$ cat src/rtl/mux2_arbiter_pkg.sv
// Shared definitions for the two-requester mux arbiter: state encodings,
// the default hold limit and the hold-counter width helper.
package mux2_arbiter_pkg;

    localparam int MAX_HOLD_DEFAULT = 8;

    typedef enum logic [1:0] {
        IDLE = 2'b00,
        G0   = 2'b01,
        G1   = 2'b10
    } arb_state_t;

    // Counter only needs to reach MAX_HOLD-1; a legal MAX_HOLD of 2 still needs one bit.
    function automatic int hold_cnt_width(input int max_hold);
        return (max_hold <= 2) ? 1 : $clog2(max_hold);
    endfunction

endpackage

$ cat src/rtl/mux2_arbiter_sel.sv
// Plain 2:1 data select shared by both requesters; s=0 routes i[0], s=1 routes i[1].
module mux2_sel (
    input  logic [1:0] i,
    input  logic       s,
    output logic       o
);

    assign o = s ? i[1] : i[0];

endmodule

$ cat src/rtl/mux2_arbiter.sv
// Two-requester arbiter owning a shared 2:1 mux. Ties alternate on a
// last-served pointer and a hold counter caps how long one side can starve the other.
module mux2_arbiter
    import mux2_arbiter_pkg::*;
#(
    parameter int MAX_HOLD = MAX_HOLD_DEFAULT
) (
    input  logic       clk,
    input  logic       rst_n,
    input  logic [1:0] req,
    input  logic [1:0] i,
    output logic [1:0] gnt,
    output logic       s,
    output logic       o,
    output logic       valid
);

    localparam int                CNT_W     = hold_cnt_width(MAX_HOLD);
    localparam logic [CNT_W-1:0] HOLD_LAST = CNT_W'(MAX_HOLD - 1);

    arb_state_t       state;
    arb_state_t       nxt_state;
    logic [CNT_W-1:0] hold_cnt;
    logic             last_served;
    logic             sel_out;

    // Next-state decision. A forced switch only happens when the other side
    // is actually waiting, so an uncontended grant holds indefinitely.
    always_comb begin
        nxt_state = state;
        case (state)
            IDLE: begin
                case (req)
                    2'b01:   nxt_state = G0;
                    2'b10:   nxt_state = G1;
                    2'b11:   nxt_state = last_served ? G0 : G1;
                    default: nxt_state = IDLE;
                endcase
            end
            G0: begin
                if (!req[0]) begin
                    nxt_state = req[1] ? G1 : IDLE;
                end else if (req[1] && (hold_cnt == HOLD_LAST)) begin
                    nxt_state = G1;
                end
            end
            G1: begin
                if (!req[1]) begin
                    nxt_state = req[0] ? G0 : IDLE;
                end else if (req[0] && (hold_cnt == HOLD_LAST)) begin
                    nxt_state = G0;
                end
            end
            default: nxt_state = IDLE;
        endcase
    end

    // State, hold counter, pointer and the registered output decodes.
    always_ff @(posedge clk or negedge rst_n) begin
        if (!rst_n) begin
            state       <= IDLE;
            hold_cnt    <= '0;
            last_served <= 1'b1;
            gnt         <= 2'b00;
            s           <= 1'b0;
            valid       <= 1'b0;
        end else begin
            state <= nxt_state;
            gnt   <= {nxt_state == G1, nxt_state == G0};
            s     <= (nxt_state == G1);
            valid <= (nxt_state != IDLE);

            if (nxt_state != state) begin
                hold_cnt <= '0;
                if (nxt_state == G0) begin
                    last_served <= 1'b0;
                end else if (nxt_state == G1) begin
                    last_served <= 1'b1;
                end
            end else if ((state != IDLE) && (hold_cnt != HOLD_LAST)) begin
                hold_cnt <= hold_cnt + 1'b1;
            end
        end
    end

    mux2_sel u_sel (
        .i (i),
        .s (s),
        .o (sel_out)
    );

    // Gate with valid so o reads 0 whenever nobody owns the mux, including in reset.
    assign o = valid & sel_out;

endmodule

$ cat config.mk
export PLATFORM = sky130hd
export DESIGN_NAME = mux2_arbiter
export DESIGN_NICKNAME = d
export VERILOG_FILES = /design/src/rtl/mux2_arbiter_pkg.sv /design/src/rtl/mux2_arbiter_sel.sv /design/src/rtl/mux2_arbiter.sv
export SDC_FILE = /design/constraint.sdc
export NUM_CORES = 1
export LEC_CHECK = 0
export ABC_AREA = 1
export CAP_MARGIN = 20
export CORE_MARGIN = 1.5
export CORE_UTILIZATION = 25
export DETAILED_ROUTE_END_ITERATION = 8
export PLACE_DENSITY_LB_ADDON = 0.15
export RECOVER_POWER = 25
export REMOVE_ABC_BUFFERS = 1
export SETUP_SLACK_MARGIN = 0.5
export SYNTH_ARGS = -nofsm -noshare
export SYNTH_HDL_FRONTEND = slang
export SYNTH_SLANG_ARGS = --single-unit
export TNS_END_PERCENT = 10
$ cat constraint.sdc
create_clock -name clk -period 1.8 [get_ports clk]
set_clock_uncertainty 0.1 [all_clocks]
set_input_delay 0.45 -clock clk [delete_from_list [all_inputs] [get_ports clk]]
set_output_delay 0.45 -clock clk [all_outputs]
set_load 0.03 [all_outputs]
==> flow_metrics.env, run 1 <==
export IMPL_status="finished, final reports clean"
export IMPL_rows=16
export IMPL_fp_coreArea_um2=1940
export IMPL_vdd_drop_max_v=0.000958
export IMPL_path_class="reg -> reg"
export IMPL_crit_slowest_cell="dfrtp_1"
export IMPL_dpl_cell_area_um2=677
export IMPL_start_kind="register"
export IMPL_slowest_delay_ns=0.38
export IMPL_drt_iter0_drc=4
export IMPL_hold_slack_ns=0.377
export IMPL_fillCellCount=188
export IMPL_rsz0062_at_grt="yes"
export IMPL_grt_usage_pct=10.4
export IMPL_post_drt_wl_per_cell_um=10.7
export IMPL_fp_dieH_um=48.4
export IMPL_r2r_setup_slack_ns=0.03
export IMPL_endpoint_kind="register"
export IMPL_cts_root_buffer="clkbuf_4"
export IMPL_slew_viol_final=0
export IMPL_antennaDiodeCount=0
export IMPL_routed_via_density=4.41
export IMPL_vias=503
export IMPL_fin_ws_ns=0.0345
export IMPL_hold_viol=0
export IMPL_synth_seq_cells=9
export IMPL_min_to="last_served$_DFFE_PN1P_"
export IMPL_num_io_pins=11
export IMPL_cts_sinks=9
export IMPL_pwr_share_comb_pct=67.4
export IMPL_fin_util_pct=46.6
export IMPL_post_synth_instance_area_um2=515
export IMPL_cts_made_buffers=3
export IMPL_min_period_over_period_pct=98.1
export IMPL_grt_max_degree=10
export IMPL_hold_depth=2
export IMPL_syn_inst=65
export IMPL_hp_class="reg -> reg"
export IMPL_cts_tree="yes"
export IMPL_top_layer_used="met4"
export IMPL_switching_share_pct=44.2
export IMPL_reg2reg_to="last_served$_DFFE_PN1P_"
export IMPL_yosys_warnings=0
export IMPL_required_ns=1.91
export IMPL_htreeDepth=1
export IMPL_layout_commonest_cell="nand2_1"
export IMPL_path_cells="ha_2 > ha_4 > nand2_4 > nand4_1 > nand3_4 > inv_4 > buf_12 > ha_4 > inv_2 > nand3_2 > nand2_1"
export IMPL_place_ws_ns=-0.318
export IMPL_wl_um=1220
export IMPL_die_area_um2=2340
export IMPL_worst_slew_pin_slew_ns=0.397
export IMPL_r2r_start="hold_cnt[1]$_DFFE_PN0P_"
export IMPL_wl_met1_um=509
export IMPL_antenna_left=0
export IMPL_avgSynthCellArea_um2=7.93
export IMPL_wl_met3_um=46
export IMPL_pwr_density_cell_nw_per_um2=1760
export IMPL_p_sw_uw=703
export IMPL_numPortBuffers=10
export IMPL_clockPowerShare_pct=10.1
export IMPL_hpwl_um=768
export IMPL_drive_above_1_share_pct=50.6
export IMPL_pwr_share_seq_pct=22.5
export IMPL_path_clk_slew_ns=0.06
export IMPL_reg2reg_depth=11
export IMPL_min_period_ns=1.77
export IMPL_grt_pass1_vias=451
export IMPL_clock_latency_ns=0.27
export IMPL_dr_pass1_iters=4
export IMPL_slew_headroom_pct=73.4
export IMPL_gp_congestion=0.725
export IMPL_antenna_found_initial=0
export IMPL_min_delay_start="last_served$_DFFE_PN1P_"
export IMPL_drv_cap=0
export IMPL_max_freq_mhz=566
export IMPL_final_cell_mix="nand2_1 (11), dfrtp_1 (7), buf_6 (7)"
export IMPL_final_area_um2=906
export IMPL_worstPathArrival_ns=1.88
export IMPL_crit_fanout=3
export IMPL_fin_nets=99
export IMPL_area_delta_synth_final_pct=75.7
export IMPL_clock_path_buffers=2
export IMPL_die_x_um=48.4
export IMPL_p_int_uw=889
export IMPL_power_leakage_uw=0.000435
export IMPL_synth_distinct_cells=15
export IMPL_grt_overflow_total=0
export IMPL_crit_buf_inv=3
export IMPL_drc=0
export IMPL_setup_violations_final=0
export IMPL_wl_met2_um=618
export IMPL_cpMostUsedCell="ha_4"
export IMPL_ys_seq_area_share_pct=43.9
export IMPL_start_util_pct=26.5
export IMPL_crit_family="adder cells"
export IMPL_hold_buffers=0
export IMPL_grt_pass1_wl_um=1840
[metal layers]
metal | vias up | GRT usage (%)
met5 | - | 0
met4 | 0 | 10.0
met3 | 4 | 2.47
met2 | 10 | 14.4
met1 | 240 | 13.1
li1 | 249 | -
[sequential cells by signal (all words and copies together) (netlist names)]
signal and count:
hold_cnt 3, gnt 2, state 2, last_served 1, valid 1
[tightest hold or removal path, cell delays in order, from the launching register on]
cell	delay, ns
dfstp_2	0.37
nand2_1	0.05
nand2_1	0.05
[power by group through the flow]
stage / Sequential, uW / Combinational (uW) / Clock, uW
6_report: 358 / 1070 / 161
4_1_cts: 343 / 746 / 165
2_1_floorplan: 406 / 371 / 0
5_1_grt: 369 / 1190 / 182
3_3_place_gp: 346 / 682 / 0
3_5_place_dp: 344 / 678 / 0
[cell usage after synthesis]
| cell type | number | share of area [%] |
|---|---|---|
| xnor2_1 | 1 | 1.7 |
| nor2_1 | 8 | 5.8 |
| dfstp_2 | 1 | 5.1 |
| nand2_2 | 1 | 1.2 |
| inv_1 | 9 | 6.6 |
| o21ai_0 | 1 | 0.97 |
| nand2_1 | 16 | 12 |
| a21oi_1 | 3 | 2.9 |
| dfrtp_1 | 8 | 39 |
| nand3_1 | 8 | 7.8 |
| o21bai_1 | 1 | 1.5 |
| nand4_1 | 1 | 1.2 |
| ha_1 | 5 | 12 |
| or2_2 | 1 | 1.2 |
| buf_4 | 1 | 1.5 |
[worst max path at each step]
stage	to	start	slack [ns]	depth (start not counted)
after global placement	last_served$_DFFE_PN1P_	req[1]	-0.31	10
after floorplan	o	gnt[1]$_DFF_PN0_	-0.07	2
final	last_served$_DFFE_PN1P_	hold_cnt[1]$_DFFE_PN0P_	0.03	11
after detailed placement	last_served$_DFFE_PN1P_	req[1]	-0.32	10
after global routing	last_served$_DFFE_PN1P_	hold_cnt[1]$_DFFE_PN0P_	-0.07	10
after CTS	last_served$_DFFE_PN1P_	hold_cnt[0]$_DFFE_PN0P_	0.06	12
[cell families after synthesis]
group	Yosys count	share of synthesized area (%)
and+or+nand+nor	35	28.9
DFF	9	43.9
buffers and inverters	10	8.01
adders and majority gates	5	12.1
xor gates and xnor gates	1	1.70
AOI/OAI and AO/OA	5	5.34
[cell type report]
class / instances / area, um2 / share of cell area (%)
repair buffers: 19 / 189 / 20.9
inverters: 9 / 36.3 / 4.01
clock buffers: 4 / 26.3 / 2.90
well taps: 27 / 33.8 / 3.73
flip-flops and latches: 9 / 228 / 25.1
multi-input cells: 46 / 393 / 43.4
[through the flow]
| step | setup TNS (ns) | cells | total power (uW) |
|---|---|---|---|
| 6_report | 0 | 114 | 1590 |
| 5_1_grt | -0.0680 | 114 | 1740 |
| 4_1_cts | 0 | 111 | 1250 |
| 3_5_place_dp | -0.916 | 106 | 1020 |
| 3_3_place_gp | -0.874 | 106 | 1030 |
| 2_1_floorplan | -0.0705 | 64 | 778 |
[what timing repair did]
action | CTS | global route
buffers inserted | 1 | 3
pin swaps | 6 | 15
resized for setup | 25 | 46
setup endpoints to repair | 14 | 14
(Power assumes the default switching activity.)
==> run 2: changes to the inputs <==
==> constraint.sdc (replaced) <==
create_clock -name clk -period 1.8 [get_ports clk]
set_clock_uncertainty 0.1 [all_clocks]
set_input_delay 0.27 -clock clk [delete_from_list [all_inputs] [get_ports clk]]
set_output_delay 0.27 -clock clk [all_outputs]
set_load 0.03 [all_outputs]
==> flow_metrics.env, run 2 (synthesized netlist as in run 1, its figures left out) <==
export IMPL_status="finished, final reports clean"
export IMPL_area_delta_synth_final_pct=70.1
export IMPL_gp_congestion=0.797
export IMPL_wl_met1_um=542
export IMPL_clock_path_buffers=2
export IMPL_endpoint="last_served$_DFFE_PN1P_"
export IMPL_reg_top3="hold_cnt x3, gnt x2, state x2"
export IMPL_grt_usage_pct=10.5
export IMPL_hold_buffers=0
export IMPL_fp_coreArea_um2=1940
export IMPL_hpwl_um=766
export IMPL_min_period_over_period_pct=98.1
export IMPL_dpl_cell_area_um2=684
export IMPL_vias=483
export IMPL_pwr_density_cell_nw_per_um2=1730
export IMPL_grt_overflow_total=0
export IMPL_path_clk_slew_ns=0.06
export IMPL_required_ns=1.91
export IMPL_hp_class="in -> async"
export IMPL_drt_iter0_drc=6
export IMPL_final_cell_mix="nand2_1 (11), dfrtp_1 (7), buf_4 (7)"
export IMPL_drc=0
export IMPL_cts_sinks=9
export IMPL_cts_tree="yes"
export IMPL_fillCellCount=193
export IMPL_num_io_pins=11
export IMPL_reg2reg_depth=11
export IMPL_grt_pass1_wl_um=1880
export IMPL_worst_slew_pin_slew_ns=0.395
export IMPL_antenna_found_initial=0
export IMPL_clock_latency_ns=0.26
export IMPL_die_area_um2=2340
export IMPL_max_freq_mhz=566
export IMPL_hold_viol=0
export IMPL_endpoint_kind="register"
export IMPL_fin_nets=99
export IMPL_r2r_start="hold_cnt[0]$_DFFE_PN0P_"
export IMPL_slew_viol_final=0
export IMPL_cts_root_buffer="clkbuf_4"
export IMPL_path_class="reg -> reg"
export IMPL_post_drt_wl_per_cell_um=10.0
export IMPL_routed_via_density=4.24
export IMPL_wl_met3_um=28
export IMPL_layout_commonest_cell="nand2_1"
export IMPL_rsz0062_at_grt="yes"
export IMPL_drive_above_1_share_pct=46.0
export IMPL_r2r_setup_slack_ns=0.03
export IMPL_wl_met2_um=543
export IMPL_final_area_um2=877
export IMPL_min_period_ns=1.77
export IMPL_top_layer_used="met4"
export IMPL_vdd_drop_max_v=0.00117
export IMPL_crit_fanout=3
export IMPL_setup_violations_final=0
export IMPL_fp_dieH_um=48.4
export IMPL_reg2reg_to="last_served$_DFFE_PN1P_"
export IMPL_grt_pass1_vias=443
export IMPL_final_setup_tns_ns=0
export IMPL_start_util_pct=26.5
export IMPL_antenna_left=0
export IMPL_wl_um=1140
export IMPL_grt_max_degree=10
export IMPL_worstPathArrival_ns=1.87
export IMPL_htreeDepth=1
export IMPL_power_leakage_uw=0.000435
export IMPL_cts_made_buffers=3
export IMPL_die_x_um=48.4
export IMPL_antennaDiodeCount=0
export IMPL_numPortBuffers=10
export IMPL_crit_start="hold_cnt[0]$_DFFE_PN0P_"
export IMPL_largest_reg_flops=3
export IMPL_drv_cap=0
export IMPL_dr_pass1_iters=3
export IMPL_start_kind="register"
export IMPL_fin_ws_ns=0.0335
export IMPL_largest_register="hold_cnt"
export IMPL_slew_headroom_pct=73.6
export IMPL_rows=16
export IMPL_place_ws_ns=-0.141
[run 2: changes by cell type in the layout (fill, tap and decap cells not counted), sizes merged]
cell | previous run | this run
clkbuf | 4 | 6
clkdlybuf4s50 | 0 | 3
buf | 14 | 10
dlygate4sd2 | 4 | 0
dlymetal6s2s | 0 | 3
[run 2: layout make-up]
class | instances | area (um2) | area share [%]
Clock buffer | 4 | 26.3 | 3.00
Inverter | 9 | 36.3 | 4.14
Multi-Input combinational cell | 46 | 370 | 42.2
Sequential cell | 9 | 228 | 26.0
Tap cell | 27 | 33.8 | 3.85
Timing Repair Buffer | 19 | 183 | 20.8
[run 2: how the worst min path moves through the flow]
stage / to / slack (ns) / depth (start not counted)
after floorplan: gnt[0]$_DFF_PN0_ / -0.13 / 0
after global placement: last_served$_DFFE_PN1P_ / 0.36 / 2
after detailed placement: last_served$_DFFE_PN1P_ / 0.36 / 2
after CTS: state[0]$_DFF_PN0_ / 0.22 / 1
after global routing: gnt[0]$_DFF_PN0_ / 0.30 / 1
final: state[0]$_DFF_PN0_ / 0.26 / 1
[run 2: per-stage QoR]
step           power [uW]  cells  hold WS (ns)  util, %
2_1_floorplan         778     64        -0.126        -
5_1_grt              1640    114         0.299     45.2
3_5_place_dp         1050    107         0.363     35.2
4_1_cts              1370    112         0.216     41.9
3_3_place_gp         1050    107         0.361     35.2
6_report             1520    114         0.263     45.2
[run 2: power by group]
group / leakage [uW] / internal (uW) / switching, uW
combinational: 0.000308 / 467 / 543
sequential: 0.000112 / 293 / 59.0
clock: 0.0000150 / 85.5 / 72.0
[run 2: per-layer routing]
| layer | vias to the layer above | global-route usage (%) |
|---|---|---|
| li1 | 252 | - |
| met1 | 220 | 13.6 |
| met5 | - | 0 |
| met3 | 4 | 2.16 |
| met4 | 0 | 7.14 |
| met2 | 7 | 15.7 |
[run 2: what timing repair did]
action	CTS	global route
setup buffers	1	2
resized for setup	22	18
endpoints found under the setup margin	14	14
pin swaps	10	13
[run 2: critical path: stages, from the launching register on]
cell	delay (ns)
dfrtp_1	0.38
ha_2	0.20
ha_4	0.17
nand2_2	0.07
nand4_1	0.17
nand3_4	0.13
inv_4	0.05
buf_12	0.12
ha_4	0.15
inv_2	0.04
nand3_2	0.05
nand2_1	0.06
